==> src/rtl/halflife_pkg.sv <==
// Shared types and defaults for the half-life decay timer.
// Optional generation counter enabled by defining HALFLIFE_GEN_CNT_EN.
package halflife_pkg;

    typedef enum logic [1:0] {
        IDLE,
        RUN,
        PAUSED,
        DONE
    } hl_state_t;

    localparam int unsigned HL_WIDTH_DEF    = 8;
    localparam int unsigned HL_PERIOD_W_DEF = 16;
    localparam int unsigned GEN_CNT_W       = 8;

endpackage

==> src/rtl/halflife_decay_timer_if.sv <==
// Control/status bundle between the half-life timer and its user.
// Carries gen_cnt only when HALFLIFE_GEN_CNT_EN is defined.
interface halflife_decay_timer_if
    import halflife_pkg::*;
#(
    parameter int unsigned WIDTH    = HL_WIDTH_DEF,
    parameter int unsigned PERIOD_W = HL_PERIOD_W_DEF
);
    logic                load;
    logic [WIDTH-1:0]    in_val;
    logic [PERIOD_W-1:0] period;
    logic [WIDTH-1:0]    floor;
    logic                start;
    logic                pause;
    logic                up;
    logic                down;
    logic [WIDTH-1:0]    out;
    logic                busy;
    logic                done;
    logic                tick;
`ifdef HALFLIFE_GEN_CNT_EN
    logic [GEN_CNT_W-1:0] gen_cnt;
`endif

    modport master (
        output load, in_val, period, floor, start, pause, up, down,
        input  out, busy, done, tick
`ifdef HALFLIFE_GEN_CNT_EN
        , input gen_cnt
`endif
    );

    modport slave (
        input  load, in_val, period, floor, start, pause, up, down,
        output out, busy, done, tick
`ifdef HALFLIFE_GEN_CNT_EN
        , output gen_cnt
`endif
    );

endinterface

==> src/rtl/halflife_prescaler.sv <==
// Reloadable down-counter pacing the halvings; zero marks a halving edge.
module halflife_prescaler #(
    parameter int unsigned PERIOD_W = 16
) (
    input  logic                clk,
    input  logic                rst,
    input  logic                clr,
    input  logic                reload,
    input  logic [PERIOD_W-1:0] reload_val,
    input  logic                en,
    output logic                zero
);
    logic [PERIOD_W-1:0] cnt_q;

    always_ff @(posedge clk) begin
        if (rst || clr) begin
            cnt_q <= '0;
        end else if (reload) begin
            cnt_q <= reload_val;
        end else if (en && cnt_q != '0) begin
            cnt_q <= cnt_q - 1'b1;
        end
    end

    assign zero = (cnt_q == '0);

endmodule

==> src/rtl/halflife_decay_timer.sv <==
// Half-life timer: quantity halves every `period` cycles until it reaches floor.
// Define HALFLIFE_GEN_CNT_EN to add the gen_cnt halving counter.
module halflife_decay_timer
    import halflife_pkg::*;
#(
    parameter int unsigned WIDTH    = HL_WIDTH_DEF,
    parameter int unsigned PERIOD_W = HL_PERIOD_W_DEF
) (
    input logic                   clk,
    input logic                   rst,
    halflife_decay_timer_if.slave bus
);
    hl_state_t           state_q, state_d;
    logic [WIDTH-1:0]    out_q, out_d, half, stepped;
    logic                tick_q, tick_d;
    logic [PERIOD_W-1:0] per_q, per_d, per_eff;
    logic                pre_clr, pre_reload, pre_en, pre_zero;
    logic [PERIOD_W-1:0] pre_reload_val;
    logic                start_eff;

    assign per_eff = (bus.period == '0) ? PERIOD_W'(1) : bus.period;
    assign half    = out_q >> 1;

    // Saturating manual step; up and down together cancel.
    always_comb begin
        stepped = out_q;
        if (bus.up && !bus.down && out_q != '1) begin
            stepped = out_q + 1'b1;
        end else if (bus.down && !bus.up && out_q != '0) begin
            stepped = out_q - 1'b1;
        end
    end

    always_comb begin
        state_d        = state_q;
        out_d          = out_q;
        tick_d         = 1'b0;
        per_d          = per_q;
        pre_clr        = 1'b0;
        pre_reload     = 1'b0;
        pre_reload_val = per_q - 1'b1;
        pre_en         = 1'b0;
        start_eff      = 1'b0;
        if (bus.load) begin
            out_d   = bus.in_val;
            state_d = IDLE;
            pre_clr = 1'b1;
        end else begin
            case (state_q)
                IDLE, DONE: begin
                    if (bus.start) begin
                        start_eff = 1'b1;
                        if (out_q > bus.floor) begin
                            state_d        = RUN;
                            per_d          = per_eff;
                            pre_reload     = 1'b1;
                            pre_reload_val = per_eff - 1'b1;
                        end else begin
                            state_d = DONE;
                        end
                    end else begin
                        out_d = stepped;
                    end
                end
                RUN: begin
                    if (bus.pause) begin
                        state_d = PAUSED;
                    end else if (pre_zero) begin
                        out_d      = half;
                        tick_d     = 1'b1;
                        pre_reload = 1'b1;
                        if (half <= bus.floor) begin
                            state_d = DONE;
                        end
                    end else begin
                        pre_en = 1'b1;
                    end
                end
                PAUSED: begin
                    out_d = stepped;
                    if (!bus.pause) begin
                        state_d = RUN;
                    end
                end
                default: state_d = IDLE;
            endcase
        end
    end

    always_ff @(posedge clk) begin
        if (rst) begin
            state_q <= IDLE;
            out_q   <= '0;
            tick_q  <= 1'b0;
            per_q   <= '0;
        end else begin
            state_q <= state_d;
            out_q   <= out_d;
            tick_q  <= tick_d;
            per_q   <= per_d;
        end
    end

    halflife_prescaler #(
        .PERIOD_W (PERIOD_W)
    ) u_prescaler (
        .clk        (clk),
        .rst        (rst),
        .clr        (pre_clr),
        .reload     (pre_reload),
        .reload_val (pre_reload_val),
        .en         (pre_en),
        .zero       (pre_zero)
    );

`ifdef HALFLIFE_GEN_CNT_EN
    logic [GEN_CNT_W-1:0] gen_q;

    always_ff @(posedge clk) begin
        if (rst || bus.load || start_eff) begin
            gen_q <= '0;
        end else if (tick_d && gen_q != '1) begin
            gen_q <= gen_q + 1'b1;
        end
    end

    assign bus.gen_cnt = gen_q;
`else
    // start_eff only feeds the generation counter.
    logic unused_start_eff;
    assign unused_start_eff = start_eff;
`endif

    assign bus.out  = out_q;
    assign bus.busy = (state_q == RUN) || (state_q == PAUSED);
    assign bus.done = (state_q == DONE);
    assign bus.tick = tick_q;

endmodule
==> src/flat_wrapper.sv <==
// flat-port wrapper written by rule: the top's interface ports become plain ports
module halflife_decay_timer_flat import halflife_pkg::*;
#(
    parameter int unsigned WIDTH    = HL_WIDTH_DEF,
    parameter int unsigned PERIOD_W = HL_PERIOD_W_DEF
)
  (clk, rst, bus_load, bus_in_val, bus_period, bus_floor, bus_start, bus_pause, bus_up, bus_down, bus_out, bus_busy, bus_done, bus_tick);
  halflife_decay_timer_if #(.WIDTH(WIDTH), .PERIOD_W(PERIOD_W)) bus_i ();
  input logic clk;
  input logic rst;
  input wire logic [$bits(bus_i.load)-1:0] bus_load;
  input wire logic [$bits(bus_i.in_val)-1:0] bus_in_val;
  input wire logic [$bits(bus_i.period)-1:0] bus_period;
  input wire logic [$bits(bus_i.floor)-1:0] bus_floor;
  input wire logic [$bits(bus_i.start)-1:0] bus_start;
  input wire logic [$bits(bus_i.pause)-1:0] bus_pause;
  input wire logic [$bits(bus_i.up)-1:0] bus_up;
  input wire logic [$bits(bus_i.down)-1:0] bus_down;
  output wire logic [$bits(bus_i.out)-1:0] bus_out;
  output wire logic [$bits(bus_i.busy)-1:0] bus_busy;
  output wire logic [$bits(bus_i.done)-1:0] bus_done;
  output wire logic [$bits(bus_i.tick)-1:0] bus_tick;
  assign bus_i.load = bus_load;
  assign bus_i.in_val = bus_in_val;
  assign bus_i.period = bus_period;
  assign bus_i.floor = bus_floor;
  assign bus_i.start = bus_start;
  assign bus_i.pause = bus_pause;
  assign bus_i.up = bus_up;
  assign bus_i.down = bus_down;
  assign bus_out = bus_i.out;
  assign bus_busy = bus_i.busy;
  assign bus_done = bus_i.done;
  assign bus_tick = bus_i.tick;
  halflife_decay_timer #(.WIDTH(WIDTH), .PERIOD_W(PERIOD_W)) u_core (.clk(clk), .rst(rst), .bus(bus_i));
endmodule
==> config.mk <==
export PLATFORM = sky130hd
export DESIGN_NAME = halflife_decay_timer_flat
export DESIGN_NICKNAME = d
export VERILOG_FILES = /design/src/rtl/halflife_pkg.sv /design/src/rtl/halflife_decay_timer_if.sv /design/src/rtl/halflife_prescaler.sv /design/src/rtl/halflife_decay_timer.sv /design/src/flat_wrapper.sv
export SDC_FILE = /design/constraint.sdc
export NUM_CORES = 1
export LEC_CHECK = 0
export ABC_CLOCK_PERIOD_IN_PS = 4100
export CORE_MARGIN = 3
export CORE_UTILIZATION = 56
export CTS_CLUSTER_DIAMETER = 80
export DETAILED_ROUTE_END_ITERATION = 6
export PLACE_DENSITY = 0.82
export REMOVE_ABC_BUFFERS = 1
export SLEW_MARGIN = 20
export SYNTH_ARGS = -nofsm -noshare
export SYNTH_HDL_FRONTEND = slang
export SYNTH_HIERARCHICAL = 1
export SYNTH_SLANG_ARGS = --single-unit
==> constraint.sdc <==
create_clock -name clk -period 4.1 [get_ports clk]
set_clock_uncertainty 0.05 [all_clocks]
set_input_delay 0.82 -clock clk [delete_from_list [all_inputs] [get_ports clk]]
set_output_delay 0.82 -clock clk [all_outputs]
set_load 0.02 [all_outputs]
# After elaboration in Yosys (flattened, before gate mapping)
# Index checks and enable logic that the tools add are counted.
# word_totals
register_bits	43
latch_bits	0
ramBits	0
rom_bits	0
output_inout_bits	11
memories	0
# classes
addsub	5
n_mul	0
div_mod_pow	0
order_cmp	2
eq_ne	11
shifts	0
muxes	32
bitwise_logic	2
reduce_logical	21
# op_table
op	n
16-bit two-way mux	7
8-bit two-way mux	6
16-bit by 1-bit subtractor with 16-bit output, second input constant	3
16-bit logical NOT	2
8-bit case mux with 3 select lines	1
16-bit nonzero test	1
2-bit two-way mux	6
1-bit two-way mux	10
3-bit by 2-bit != test with 1-bit output, second input constant	3
8-bit by 1-bit adder with 8-bit output, second input constant	1
8-bit greater-than comparator	1
7-bit by 8-bit less-or-equal comparator with 1-bit output	1
8-bit != test, second input constant	1
4-bit AND reduction	2
8-bit nonzero test	1
8-bit by 1-bit subtractor with 8-bit output, second input constant	1
3-bit != test, second input constant	2
2-bit case mux with 3 select lines	1
1-bit logical AND	5
2-bit equality test, second input constant	2
2-bit != test, second input constant	2
2-bit OR reduction	2
3-bit AND reduction	1
3-bit OR reduction	1
other kinds (7)	10

# Logic depth before layout (Yosys ltp)
# logic_depth
ltp_word	8
depth_mapped	12

# By module
# The synthesis kept the hierarchy.
# modules_own_cells
module	n_inst	cells_per_inst	area_per_inst_um2	seq_area_each_um2
halflife_decay_timer	1	327	2576.2	540.5
halflife_prescaler	1	120	940.9	320.3

# Least setup slack after synthesis
# Ideal clock, no wire load.
# synth_path
path_type	input to register
from	input bus_floor[3]
to	register u_core.u_prescaler.cnt_q[11]
arrival_ps	2889
setup_slack_ps	1029
stages	12
n_path_buf	2
path_cell_list	inv_1 ha_1 nand4_1 or3b_2 a21oi_1 o21ai_0 a211oi_1 clkbuf_1 inv_1 clkbuf_1 o21ai_0 a21oi_1
# synth_via
elab_chain_cells	6
word_cells_on_any_way	11
cone_classes	1 x order compare; 9 x mux; 1 x reduce/logical
# synth_rtl
element	line	source
start: declaration	flat_wrapper.sv:14	input wire logic [$bits(bus_i.floor)-1:0] bus_floor;
8-bit greater-than comparator *	halflife_decay_timer.sv:53	if (out_q > bus.floor) begin
1-bit two-way mux *	halflife_decay_timer.sv:53	
1-bit two-way mux *	halflife_decay_timer.sv:51	if (bus.start) begin
1-bit case mux with 2 select lines *	halflife_decay_timer.sv:49	case (state_q)
1-bit two-way mux *	halflife_decay_timer.sv:44	if (bus.load) begin
net u_core.pre_reload	halflife_decay_timer.sv:17	logic pre_clr, pre_reload, pre_en, pre_zero;
16-bit two-way mux or 2-bit nonzero test (tied branches)	-	
end signal: assignment	halflife_prescaler.sv:19	cnt_q <= reload_val;
end signal: assignment	halflife_prescaler.sv:21	cnt_q <= cnt_q - 1'b1;
end: declaration	halflife_prescaler.sv:13	logic [PERIOD_W-1:0] cnt_q;
# Mark *: on every way through the listed nets, which the timed path passes. The rest lies on a longest branch.
# A chain may end at the register's enable or synchronous reset.

# Worst setup path in the final report
# layout_path
from	input bus_period[12]
to	register u_core.u_prescaler.cnt_q[6]
# layout_via
elab_chain_cells	8
# layout_rtl
element	line	source
start: declaration	flat_wrapper.sv:13	input wire logic [$bits(bus_i.period)-1:0] bus_period;
16-bit logical NOT	halflife_decay_timer.sv:21	assign per_eff = (bus.period == '0) ? PERIOD_W'(1) : bus.period;
16-bit two-way mux	halflife_decay_timer.sv:21	
16-bit by 1-bit subtractor with 16-bit output	halflife_decay_timer.sv:57	pre_reload_val = per_eff - 1'b1;
16-bit two-way mux	halflife_decay_timer.sv:53	
16-bit two-way mux	halflife_decay_timer.sv:51	
16-bit two-way mux	halflife_decay_timer.sv:49	
16-bit two-way mux	halflife_decay_timer.sv:44	
net u_core.pre_reload_val[6]	halflife_decay_timer.sv:18	logic [PERIOD_W-1:0] pre_reload_val;
16-bit two-way mux	halflife_prescaler.sv:18	end else if (reload) begin
# The timed path passes the listed nets, and every way through them passes these cells.

==> results.sh <==
export IMPL_status="complete, no violations"
export IMPL_hp_class="register to register"
export IMPL_hold_ws_ns=0.509
export IMPL_hold_buffers=0
export IMPL_drc=0
export IMPL_die_h_um=85.3
export IMPL_initial_utilization=0.587
export IMPL_worstPathMaxFanout=5
export IMPL_fmax_ghz=0.291
export IMPL_final_cell_mix="63 x nor2_1, 49 x clkdlybuf4s50_1, 43 x dfxtp_1"
export IMPL_initialDrtViolationCount=178
export IMPL_postSynthAreaPerCell_um2=7.87
export IMPL_grt_max_degree=42
export IMPL_diodes=0
export IMPL_synth_main_ff_cell="dfxtp_1"
export IMPL_crit_type="input port to register"
export IMPL_seq_area_frac_synth=0.245
export IMPL_cp_common_cell="nor2_1"
export IMPL_wl_per_cell_um=14.7
export IMPL_r2r_slack_ns=0.82
export IMPL_fp_dieW_um=85.3
export IMPL_hold_violations=0
export IMPL_cts_tree="done"
export IMPL_drive_gt1_frac=0.0624
export IMPL_rsz0062_at_grt="no"
export IMPL_synth_warnings=6
export IMPL_h_tree_depth=2
export IMPL_clk_latency_ns=0.30
export IMPL_cp_end_kind="register"
export IMPL_rows=28
export IMPL_power_leakage_uw=0.00179
export IMPL_finalSetupViolCount=0
export IMPL_ys_async_sr_fraction=0
export IMPL_grt_first_pass_wirelength_mm=14.0
export IMPL_worstPathRequired_ns=4.24
export IMPL_ant_nets=0
export IMPL_startpoint_type="input port"
export IMPL_vias=3369
export IMPL_placed_cells=564
export IMPL_slew_violations=0
export IMPL_fin_crit_sh=0.838
export IMPL_cap_viol_max_count=0
export IMPL_first_pass_iters=5
export IMPL_cts_resized=0
export IMPL_synth_seq_cells=43
export IMPL_portBuffers=49
export IMPL_grt_pass1_vias=3096
export IMPL_ios=50
export IMPL_dp_hpwl_mm=6.60
export IMPL_cts_buffers_inserted=5
export IMPL_avgViaCountPerCell=5.89
export IMPL_maxSlewHeadroom=0.481
export IMPL_cts_sinks=43
export IMPL_fin_util=0.702
export IMPL_arrival_ns=3.58
export IMPL_grt_total_usage=0.231
export IMPL_syn_inst=447
export IMPL_worst_slew_pin_slew_ns=0.774
export IMPL_fp_coreArea_mm2=0.00599
export IMPL_synth_edf_count=0
export IMPL_cts_clk_slew_worst_paths_ns=0.08
export IMPL_final_common_cell="nor2_1"
export IMPL_cpPeakStageDelay_ns=0.55
export IMPL_placed_cell_area_mm2=0.00410
export IMPL_post_cts_setup_buffer_count=0
export IMPL_nNetsFinal=563
export IMPL_powerDensity_mw_per_mm2=314
export IMPL_clockBufferDepth=2
export IMPL_drt_wl_total_mm=8.40
export IMPL_dieArea_mm2=0.00727
export IMPL_layout_cells_non_filler=572
export IMPL_ir_worst_vdd_uv=287
export IMPL_grt_ovfl_total=0
export IMPL_area_delta_synth_final_pct=19.5
export IMPL_final_cell_area_mm2=0.00420
export IMPL_cts_root_buf="clkbuf_8"
export IMPL_path_cells="clkdlybuf4s50_1, or4_1, or3_1, nor2_1, a21oi_1, ha_1, nand2_1, nor3_1, xor2_1, nor2_1, a21oi_1, o21ai_0, nor2_1"
export IMPL_antenna_found_initial=0
export IMPL_period_needed_ns=3.44
export IMPL_synth_cell_area_mm2=0.00352
export IMPL_crit_slowest_cell="or4_1"
export IMPL_synth_cell_type_count=52
export IMPL_place_congestion=0.877
synth_stat cells (4+ instances only):
cell type,instances,share of area
nor2_1,63,0.067
dfxtp_1,43,0.24
nand2_1,28,0.030
ha_1,27,0.096
mux2i_1,26,0.074
xnor2_1,26,0.065
a21oi_1,25,0.036
inv_1,23,0.025
o21ai_0,20,0.028
nor4_1,15,0.027
xor2_1,14,0.035
clkbuf_1,12,0.013
nand3_1,12,0.017
nor3_1,11,0.016
or4_1,9,0.019
a211oi_1,8,0.017
o211ai_1,7,0.015
nand4_1,6,0.011
o31ai_1,6,0.013
a21o_1,5,0.011
a31oi_1,4,0.0071
mux2_2,4,0.013
nor3b_1,4,0.0085
critical path: cells and delay by family:
kind | cells | cell delay [ns]
AO/OA/AOI/OAI | 3 | 0.37
XOR/XNOR | 1 | 0.14
adder cells (fa/ha/maj) | 1 | 0.25
buffers and inverters | 1 | 0.49
AND/OR/NAND/NOR | 7 | 1.50
layer usage:
metal  part of all wire  up-vias  GRT usage
li1                   -     1731          -
met1               0.48     1558      0.333
met2               0.46       71      0.362
met3              0.047        9     0.0330
met4             0.0085        0     0.0590
met5                  0        -          0
flip-flops by register name, summed over array words and instances (netlist names):
signal,cells
u_core/per_q,16
u_core/bus.out,8
u_core/state_q,2
u_core/bus.tick,1
u_core/u_prescaler/cnt_q,16
kinds of logic (layout without fill, tap and decap cells):
group | after synthesis | after routing | share of synthesized area
and+or+nand+nor | 176 | 176 | 0.260
AOI/OAI and AO/OA | 91 | 91 | 0.164
DFF | 43 | 43 | 0.245
xor gates and xnor gates | 40 | 40 | 0.0996
buffers and inverters | 39 | 89 | 0.0423
muxes | 30 | 30 | 0.0868
adders and majority gates | 28 | 28 | 0.102
cell type report:
type	instances	area (um^2)
multi-input combinational	365	2510
fill	491	1790
sequential	43	861
timing repair buffer	57	551
clock buffer	8	100
tap	75	93.8
inverter	24	90.1
power by group:
part	internal, uW	total [uW]	switching [uW]
clock network	154	297	143
registers	442	476	34.6
logic	257	547	290
total	852	1320	468
metrics by stage:
step,total power (uW),TNS (ns),setup WS [ns]
after floorplan,851,-4.41,-0.371
after global placement,1010,0,0.298
after detailed placement,1030,0,0.229
after CTS,1330,0,0.536
after global routing,1400,0,0.429
final,1320,0,0.664
worst paths after layout:
path	depth (start not counted)	to	start
worst min register to register	2	u_core/per_q[15]	u_core/per_q[15]
worst max-delay path	13	u_core/u_prescaler/cnt_q[6]	bus_period[12]
worst min-delay path	2	u_core/per_q[15]	u_core/per_q[15]
worst max register to register	9	u_core/bus.out[6]	u_core/bus.out[3]
Power figures use the tool's default switching activity.
